**config.mk**
```make
export PLATFORM = sky130hd
export DESIGN_NAME = mhp_frame_engine
export DESIGN_NICKNAME = d
export VERILOG_FILES = /design/src/rtl/mhp_frame_engine.sv
export SDC_FILE = /design/constraint.sdc
export NUM_CORES = 2
export LEC_CHECK = 0
export CORE_MARGIN = 2
export CORE_UTILIZATION = 40
export DETAILED_ROUTE_END_ITERATION = 16
export HOLD_SLACK_MARGIN = 0.05
export PLACE_DENSITY_LB_ADDON = 0.05
export SLEW_MARGIN = 10
export SYNTH_ARGS = -nofsm -noshare
export SYNTH_HDL_FRONTEND = slang
export SYNTH_SLANG_ARGS = --single-unit
export TNS_END_PERCENT = 10
```
**constraint.sdc**
```tcl
create_clock -name i_clk -period 5.8 [get_ports i_clk]
set_input_delay 1.45 -clock i_clk [delete_from_list [all_inputs] [get_ports i_clk]]
set_output_delay 1.45 -clock i_clk [all_outputs]
set_load 0.03 [all_outputs]
```
**src/rtl/mhp_frame_engine.sv**
```systemverilog
// mhp_frame_engine
//   Frame receive/reply engine between the MAC rx/tx byte FIFOs and the UART
//   debug mirror. One payload is drained into an internal buffer and
//   end-of-frame is detected when rx stays idle for GAP_CYCLES. The reply has
//   the same length, padded up to MIN_LEN entries, and is either an echo of
//   the payload or an all-PAD frame. A free-running tick counter (o_time)
//   optionally holds off the next frame until the tick changes.
//
// Ports
//   i_clk, i_rst      clock, asynchronous active-high reset
//   i_mode            reply select latched at end-of-frame (0 echo, 1 all-PAD)
//   i_rdata/i_rready  rx FIFO data (valid the cycle after o_rreq) / non-empty
//   o_rreq            rx FIFO pop strobe
//   i_wready          tx FIFO can accept
//   o_wvalid/o_wdata  tx write strobe / data
//   o_wvalid_u/_wdata_u  UART mirror of the tx write
//   o_done            pulse on the last reply write
//   o_overflow        set when the frame is longer than the buffer
//   o_rx_len          length of the last received frame (saturating)
//   o_frames          completed reply count (wraps)
//   o_time            tick counter
//   o_dbg_state       current FSM state
//
// Handshakes: o_rreq pops one rx byte at the clock edge where it is high; that
// byte is captured one cycle later. A tx entry is transferred in exactly the
// cycle where o_wvalid is high; o_wvalid is never high while i_wready is low,
// and o_wdata is stable for the whole time an entry waits for i_wready.
module mhp_frame_engine #(
  parameter int                DATA_W     = 8,
  parameter int                ADDR_W     = 8,
  parameter int                MIN_LEN    = 48,
  parameter logic [DATA_W-1:0] PAD        = '0,
  parameter int                GAP_CYCLES = 62,
  parameter int                TICK_DIV   = 50000000,
  parameter int                HOLDOFF_EN = 1
) (
  input  logic              i_clk,
  input  logic              i_rst,
  input  logic              i_mode,
  input  logic [DATA_W-1:0] i_rdata,
  input  logic              i_rready,
  output logic              o_rreq,
  input  logic              i_wready,
  output logic              o_wvalid,
  output logic [DATA_W-1:0] o_wdata,
  output logic              o_wvalid_u,
  output logic [DATA_W-1:0] o_wdata_u,
  output logic              o_done,
  output logic              o_overflow,
  output logic [ADDR_W:0]   o_rx_len,
  output logic [15:0]       o_frames,
  output logic [31:0]       o_time,
  output logic [2:0]        o_dbg_state
);

  typedef enum logic [2:0] {
    S_IDLE    = 3'd0,
    S_RD      = 3'd1,
    S_GAP     = 3'd2,
    S_EOF     = 3'd3,
    S_TX_ADDR = 3'd4,
    S_TX_DATA = 3'd5,
    S_TX_PUT  = 3'd6,
    S_HOLD    = 3'd7
  } state_t;

  localparam int DEPTH   = 1 << ADDR_W;
  // A minimum length beyond the buffer depth is clamped to the depth.
  localparam int MIN_EFF = (MIN_LEN > DEPTH) ? DEPTH : MIN_LEN;
  localparam int GW      = (GAP_CYCLES > 1) ? $clog2(GAP_CYCLES) : 1;
  localparam int TW      = (TICK_DIV > 1) ? $clog2(TICK_DIV) : 1;

  localparam logic [ADDR_W:0] MIN_V    = (ADDR_W+1)'(MIN_EFF);
  localparam logic [GW-1:0]   GAP_LAST = GW'(GAP_CYCLES - 1);
  localparam logic [TW-1:0]   TICK_LAST = TW'(TICK_DIV - 1);

  state_t              state_q, state_d;
  logic [ADDR_W:0]     wptr, rptr, txlen, rptr_inc;
  logic [GW-1:0]       gap_cnt;
  logic [TW-1:0]       tick_cnt;
  logic [31:0]         hold_time;
  logic                mode_q;
  logic [DATA_W-1:0]   rd_q;
  logic [DATA_W-1:0]   wdata_q;
  logic                rreq_c, wvalid_c, done_c, last_put;
  logic [DATA_W-1:0]   mem [DEPTH];

  assign rptr_inc = rptr + (ADDR_W+1)'(1);
  assign last_put = (rptr_inc == txlen);

  // State register
  always_ff @(posedge i_clk or posedge i_rst) begin
    if (i_rst) state_q <= S_IDLE;
    else       state_q <= state_d;
  end

  // Next state and strobes
  always_comb begin
    state_d  = state_q;
    rreq_c   = 1'b0;
    wvalid_c = 1'b0;
    done_c   = 1'b0;
    case (state_q)
      S_IDLE: begin
        if (i_rready) begin
          rreq_c  = 1'b1;
          state_d = S_RD;
        end
      end
      S_RD: state_d = S_GAP;
      S_GAP: begin
        // A waiting byte wins over the gap timeout in the same cycle.
        if (i_rready) begin
          rreq_c  = 1'b1;
          state_d = S_RD;
        end else if (gap_cnt == GAP_LAST) begin
          state_d = S_EOF;
        end
      end
      S_EOF:     state_d = S_TX_ADDR;
      S_TX_ADDR: state_d = S_TX_DATA;
      S_TX_DATA: state_d = S_TX_PUT;
      S_TX_PUT: begin
        if (i_wready) begin
          wvalid_c = 1'b1;
          if (last_put) begin
            done_c  = 1'b1;
            state_d = (HOLDOFF_EN != 0) ? S_HOLD : S_IDLE;
          end else begin
            state_d = S_TX_ADDR;
          end
        end
      end
      S_HOLD: begin
        if (o_time != hold_time) state_d = S_IDLE;
      end
      default: state_d = S_IDLE;
    endcase
  end

  // Datapath and counters
  always_ff @(posedge i_clk or posedge i_rst) begin
    if (i_rst) begin
      tick_cnt   <= '0;
      o_time     <= '0;
      wptr       <= '0;
      rptr       <= '0;
      txlen      <= '0;
      gap_cnt    <= '0;
      mode_q     <= 1'b0;
      wdata_q    <= '0;
      hold_time  <= '0;
      o_overflow <= 1'b0;
      o_rx_len   <= '0;
      o_frames   <= '0;
    end else begin
      if (tick_cnt == TICK_LAST) begin
        tick_cnt <= '0;
        o_time   <= o_time + 32'd1;
      end else begin
        tick_cnt <= tick_cnt + TW'(1);
      end

      case (state_q)
        S_IDLE: begin
          wptr       <= '0;
          gap_cnt    <= '0;
          o_overflow <= 1'b0;
        end
        S_RD: begin
          // wptr[ADDR_W] set means the buffer is full; wptr then sticks there.
          if (wptr[ADDR_W]) o_overflow <= 1'b1;
          else              wptr <= wptr + (ADDR_W+1)'(1);
          gap_cnt <= '0;
        end
        S_GAP: begin
          if (!i_rready) gap_cnt <= gap_cnt + GW'(1);
        end
        S_EOF: begin
          o_rx_len <= wptr;
          mode_q   <= i_mode;
          txlen    <= (wptr > MIN_V) ? wptr : MIN_V;
          rptr     <= '0;
        end
        S_TX_DATA: begin
          wdata_q <= (!mode_q && (rptr < wptr)) ? rd_q : PAD;
        end
        S_TX_PUT: begin
          if (i_wready) begin
            rptr <= rptr_inc;
            if (last_put) begin
              o_frames  <= o_frames + 16'd1;
              hold_time <= o_time;
            end
          end
        end
        default: ;
      endcase
    end
  end

  // Payload buffer: synchronous write in RD, synchronous read in TX_ADDR.
  // Since txlen never exceeds the depth, rptr always indexes inside it.
  always_ff @(posedge i_clk) begin
    if (state_q == S_RD && !wptr[ADDR_W]) mem[wptr[ADDR_W-1:0]] <= i_rdata;
    if (state_q == S_TX_ADDR)             rd_q <= mem[rptr[ADDR_W-1:0]];
  end

  // Strobes are gated by reset so every output reads 0 while reset is held.
  assign o_rreq      = rreq_c && !i_rst;
  assign o_wvalid    = wvalid_c;
  assign o_done      = done_c;
  assign o_wdata     = wdata_q;
  assign o_wvalid_u  = wvalid_c;
  assign o_wdata_u   = wdata_q;
  assign o_dbg_state = state_q;

endmodule

```
== After elaboration in Yosys (flattened, before gate mapping) ==
Memories as Yosys holds them, arrays and structs flattened. A register that Yosys moved wholly into a read port is not among the register bits.
Cells that the tools add are included.

* Flip-flop bits (word level): 161
* Input bits: 13
* ROM bits: 0
* Memory bits (writable): 2048
* Bits in latches: 0
* Memories: 1
* Logic and storage cells: 86
* Output and inout port bits: 81

* Bitwise operators: 0
* Reduce and logical (&&, ||, !) cells: 18
* Shift operators: 0
* Add/sub/neg operators: 6
* $lt $le $gt $ge: 2
* $mul: 0
* Equal/unequal tests: 18
* Divide/modulo/power cells: 0
* Multiplexer cells: 27

{| class="wikitable"
|+ Memories
! memory !! words !! bits a word !! rd ports !! clocked after Yosys merged registers in !! wr ports !! line !! text
|-
| mem || 256 || 8 || 1 || 1 || 1 || 86 || <nowiki>logic [DATA_W-1:0] mem [DEPTH];</nowiki>
|}

{| class="wikitable"
|+ Operator list
! cell !! number
|-
| 9-bit one-hot mux with 2 select lines || 2
|-
| 32-bit by 1-bit adder with 32-bit output (second input constant) || 1
|-
| 32-bit inequality test || 1
|-
| 9-bit two-way mux || 3
|-
| 26-bit by 1-bit adder with 26-bit output (second input constant) || 1
|-
| 26-bit equality test (second input constant) || 1
|-
| 26-bit two-way mux || 1
|-
| 3-bit one-hot mux with 8 select lines || 1
|-
| 9-bit by 1-bit adder with 9-bit output (second input constant) || 2
|-
| 16-bit by 1-bit adder with 16-bit output (second input constant) || 1
|-
| 3-bit two-way mux || 5
|-
| 3-bit equality test (second input constant) || 4
|-
| 2-bit inequality test (second input constant) || 6
|-
| 6-bit one-hot mux with 2 select lines || 1
|-
| 1-bit two-way mux || 10
|-
| 9-bit equality test || 1
|-
| 9-bit by 6-bit greater-than comparator with 1-bit output (second input constant) || 1
|-
| 9-bit < comparator || 1
|-
| 8-bit two-way mux || 1
|-
| 2-bit AND reduction || 4
|-
| 6-bit by 1-bit adder with 6-bit output (second input constant) || 1
|-
| 3-bit by 2-bit equality test with 1-bit output (second input constant) || 2
|-
| 6-bit equality test (second input constant) || 1
|-
| 6-bit two-way mux || 1
|-
| 11 further kinds || 18
|}

== Logic depth before layout (Yosys ltp) ==
* Depth in word-level cells: 5
* Mapped depth: 11
* Mapped depth without buffers: 9

== Worst setup path after synthesis ==
Ideal clock, no wire load.

* Path kind: input to output
* From: input i_rst
* To: output o_rreq
* Buffers on the path: 0
* Required time: 4.350 ns
* Arrival time: 2.490 ns
* Cell stages on the path: 1
* Path slack: 1.860 ns
* Path through: nor4b_1

* Word-level cells in the longest chain between the ends: 2

{| class="wikitable"
|+ RTL lines
! element !! line !! text
|-
| start, declared || 38 || <nowiki>input logic i_rst,</nowiki>
|-
| 1-bit zero test || 210 || <nowiki>assign o_rreq = rreq_c && !i_rst;</nowiki>
|-
| 1-bit logical AND || 210 ||
|-
| end, declared || 42 || <nowiki>output logic o_rreq,</nowiki>
|}

Every way passes these cells.

== Worst setup path after layout ==
* From: register rptr[2]
* To: output o_done

* Word-level cells in the longest chain between the ends: 5

{| class="wikitable"
|+ RTL lines
! element !! line !! text
|-
| start, declared || 78 || <nowiki>logic [ADDR_W:0] wptr, rptr, txlen, rptr_inc;</nowiki>
|-
| start signal, assigned || 190 || <nowiki>rptr <= rptr_inc;</nowiki>
|-
| 9-bit by 1-bit adder with 9-bit output || 88 || <nowiki>assign rptr_inc = rptr + (ADDR_W+1)'(1);</nowiki>
|-
| 9-bit equality test || 89 || <nowiki>assign last_put = (rptr_inc == txlen);</nowiki>
|-
| 1-bit two-way mux || 126 || <nowiki>if (last_put) begin</nowiki>
|-
| 1-bit two-way mux || 124 || <nowiki>if (i_wready) begin</nowiki>
|-
| 1-bit two-way mux || 103 || <nowiki>case (state_q)</nowiki>
|-
| end, declared || 48 || <nowiki>output logic o_done,</nowiki>
|}

Every way passes these cells.

==> impl_results.md <==
- DR iter-0 viols: 3,817
- Status: complete, no violations
- WHS Path Cells: 1
- Fin. Hold Viols: 0
- Max clock buf depth: 3
- Post-CTS setup repair buffer count: 0
- Die X: 469 um
- First-pass DRT Iterations: 5
- DIE HEIGHT: 469 um
- Setup WS post-layout: 0.411 ns
- Seq/Total Area, Yosys: 76.1%
- Crit Path Class: reg2out
- Power share of the sequential group: 44.2%
- P_int: 29.2 mW
- IO Port Bufs: 93
- Peak supply drop: 411 uV
- Fmax: 186 MHz
- # rows: 170
- Worst Path Max Fanout: 16
- Cell variety after synth: 64
- Clk slew on worst S/H paths: 0.06 ns
- Final Non-Filler Cells: 7,538
- Vias in the first global route: 43,600
- Post-synth ARST share: 7.26%
- Initial Util: 40.2%
- Mapped Cells: 4,321
- Synthesized area: 86,500 sq um
- Largest net degree at the start of global routing: 142
- Ys Warns: 0
- DRC viols: 0
- Post-CTS sizing: 0
- PwrDens: 409 nW/um^2
- Gr usage total: 21.5%
- Worst Hold Class: reg2reg
- CTS tree: yes
- DP Area: 90,700 sq um
- Clock sink count: 2,217
- First-pass GRT wire length: 335,000 um
- Slew Limit Headroom: 17.5%
- Worst Tran Pin Value: 1.23 ns
- Syn avg cell area: 20.0 sq um
- Worst skew pair latency: 0.88 ns
- Worst setup SP type: register
- Hold worst-path end: tick_cnt[0]
- Total gr overflow: 0
- Worst reg2reg setup slack: 1.55 ns
- Setup TNS: 0 ns
- Final instance area: 98,100 sq um
- Reg-to-Reg Start: o_dbg_state[2]
- Min Clock Period, post-route: 5.39 ns
- Hold path startpoint: tick_cnt[0]
- Final Cycle Share: 92.9%
- Worst r2r dst: mem[152][4]
- Count of pins over their slew limit: 0
- Sw Ratio: 27.0%
- Critical Path AT: 3.94 ns
- Via Count: 42,500
- Worst r2r path cells: 4
- Clock network power share: 36.1%
- Overall routed net length: 235,000 um
- H-Tree Level Count: 4
- FF+latch count, synth: 2,217
- RSZ-0062 raised after global routing: false
- Place WS: 1.13 ns
- Area Overhead vs Synth: 13.4%
- Routed length per instance: 31.2 um
- Hold Buf Count CTS: 0
- Worst Setup End Kind: primary output
- Leak Pwr: 30.7 nW
- Antenna violations before repair: 7
- Core region area: 215,000 sq um
- CTS Buf Count: 232
- Post-synth EDFFs: 2,056
- Detail Placement HPWL: 142,000 um
- Final setup vio count: 0
- Combinational power share: 19.7%
- Routed vias/inst: 5.64
- Routability cong.: 0.814
- Ys flop type: edfxtp_1
- CTS root buf: clkbuf_16
- Final Skew: 0.0289 ns
- Die Area: 220,000 sq um
- I/O Pins: 94
- Final #Nets: 4,533
- Fin Hold WS: 0.455 ns
- Ratio of cells with drive above 1 in the final layout: 21.1%
- Post-Syn Nets: 4,352
- Net switching power: 10.8 mW
- Max-cap violations: 0
- Cell total after placement: 7,106
- WP data required: 4.35 ns
- DRT antenna net count: 0
[sequential cells by signal, indices dropped and copies added, names as in the netlist]
signal / count
mem: 2048
o_frames: 16
wptr: 9
o_rx_len: 9
o_time: 32
o_overflow: 1
rd_q: 8
gap_cnt: 6
tick_cnt: 26
mode_q: 1
rptr: 9
o_wdata: 8
txlen: 9
o_dbg_state: 3
hold_time: 32
[layout make-up]
| type | count | area (sq um) |
|---|---|---|
| Clock inverter | 102 | 880 |
| Multi-Input combinational cell | 1839 | 19400 |
| Tap cell | 2838 | 3550 |
| Timing Repair Buffer | 195 | 1940 |
| Sequential cell | 2217 | 65800 |
| Inverter | 17 | 71.3 |
| Fill cell | 18200 | 117000 |
| Antenna cell | 4 | 10.0 |
| Clock buffer | 326 | 6440 |
[power by group through the flow]
stage	Clock, mW	Combinational [mW]	Sequential (mW)
after global placement	0	8.09	18.0
after global routing	15.4	8.41	17.7
after CTS	14.8	8.10	17.7
after detailed placement	0	8.09	18.0
final	14.5	7.91	17.7
after floorplan	0	5.53	18.0
[logic make-up (layout without fill, tap and decap cells)]
kind of cell	count (synthesis)	count (layout)	share of synthesized area (%)
AO/OA/AOI/OAI	407	407	3.24
XOR/XNOR	113	113	1.15
adder cells (fa/ha/maj)	18	18	0.260
buffers and inverters	265	640	1.56
flip-flops	2217	2217	76.1
multiplexers	595	595	14.0
other	0	4	0
AND/OR/NAND/NOR	706	706	3.72
[worst max path at each step]
stage,start,to,depth (start not counted)
final,rptr[2],o_done,7
after floorplan,i_rst,gap_cnt[0],1
after global routing,rptr[5],o_done,7
after global placement,i_wready,o_done,4
after detailed placement,i_wready,o_done,4
after CTS,rptr[0],o_done,8
[critical path, stage by stage (launching register included)]
cell	delay (ns)
dfrtp_1	0.79
nand3_2	0.20
or3_4	0.46
xnor2_2	0.18
o2111ai_2	0.20
or2_2	0.42
nor2_1	0.13
clkdlybuf4s50_1	0.69
[synthesized netlist by cell type (40+ instances only)]
master / count / share of area, %
a22oi_1: 56 / 0.49
edfxtp_1: 2056 / 71
o22ai_1: 136 / 0.98
mux2i_1: 72 / 0.83
nand2_1: 102 / 0.44
dfrtp_1: 161 / 4.7
xnor2_1: 65 / 0.66
xor2_1: 47 / 0.48
mux4_2: 488 / 13
buf_2: 45 / 0.26
nand3_1: 89 / 0.52
a21oi_1: 40 / 0.23
buf_4: 54 / 0.47
clkbuf_1: 120 / 0.52
nor2_1: 356 / 1.5
[stage by stage]
step | utilization [%] | total power [mW]
floorplan | - | 23.5
global placement | 42.2 | 26.1
detailed placement | 42.2 | 26.1
CTS | 45.7 | 40.6
global route | 45.7 | 41.5
finish | 45.7 | 40.1
[routing by layer]
metal	part of all wire, %	global-route usage [%]
met1	45	30.5
met2	48	34.6
met3	4.8	3.51
met4	2.4	5.36
met5	0	0
[cell usage in the layout, fill, tap and decap left out, types with 9 or more instances in the layout]
cell	n
nor4_1	27
mux4_2	488
a21oi_1	40
and3_1	22
nand2_1	99
a211oi_1	17
clkbuf_8	22
inv_1	16
buf_4	87
clkdlybuf4s50_1	83
edfxtp_1	2056
mux2i_1	72
clkbuf_16	235
buf_12	17
a22o_1	38
xnor2_1	65
or2_2	10
o22ai_1	136
a211o_1	16
or3_1	15
clkbuf_1	69
clkinv_2	34
a31oi_1	19
nand3_1	88
and2_1	10
nor3_1	15
dfrtp_1	158
o211ai_1	9
o21ai_0	35
clkinv_1	43
a22oi_1	56
xor2_1	47
bufinv_16	11
a221oi_1	16
nor2_1	354
nand4_1	18
ha_1	18
mux2_2	35
Power figures use the tool's default switching activity.
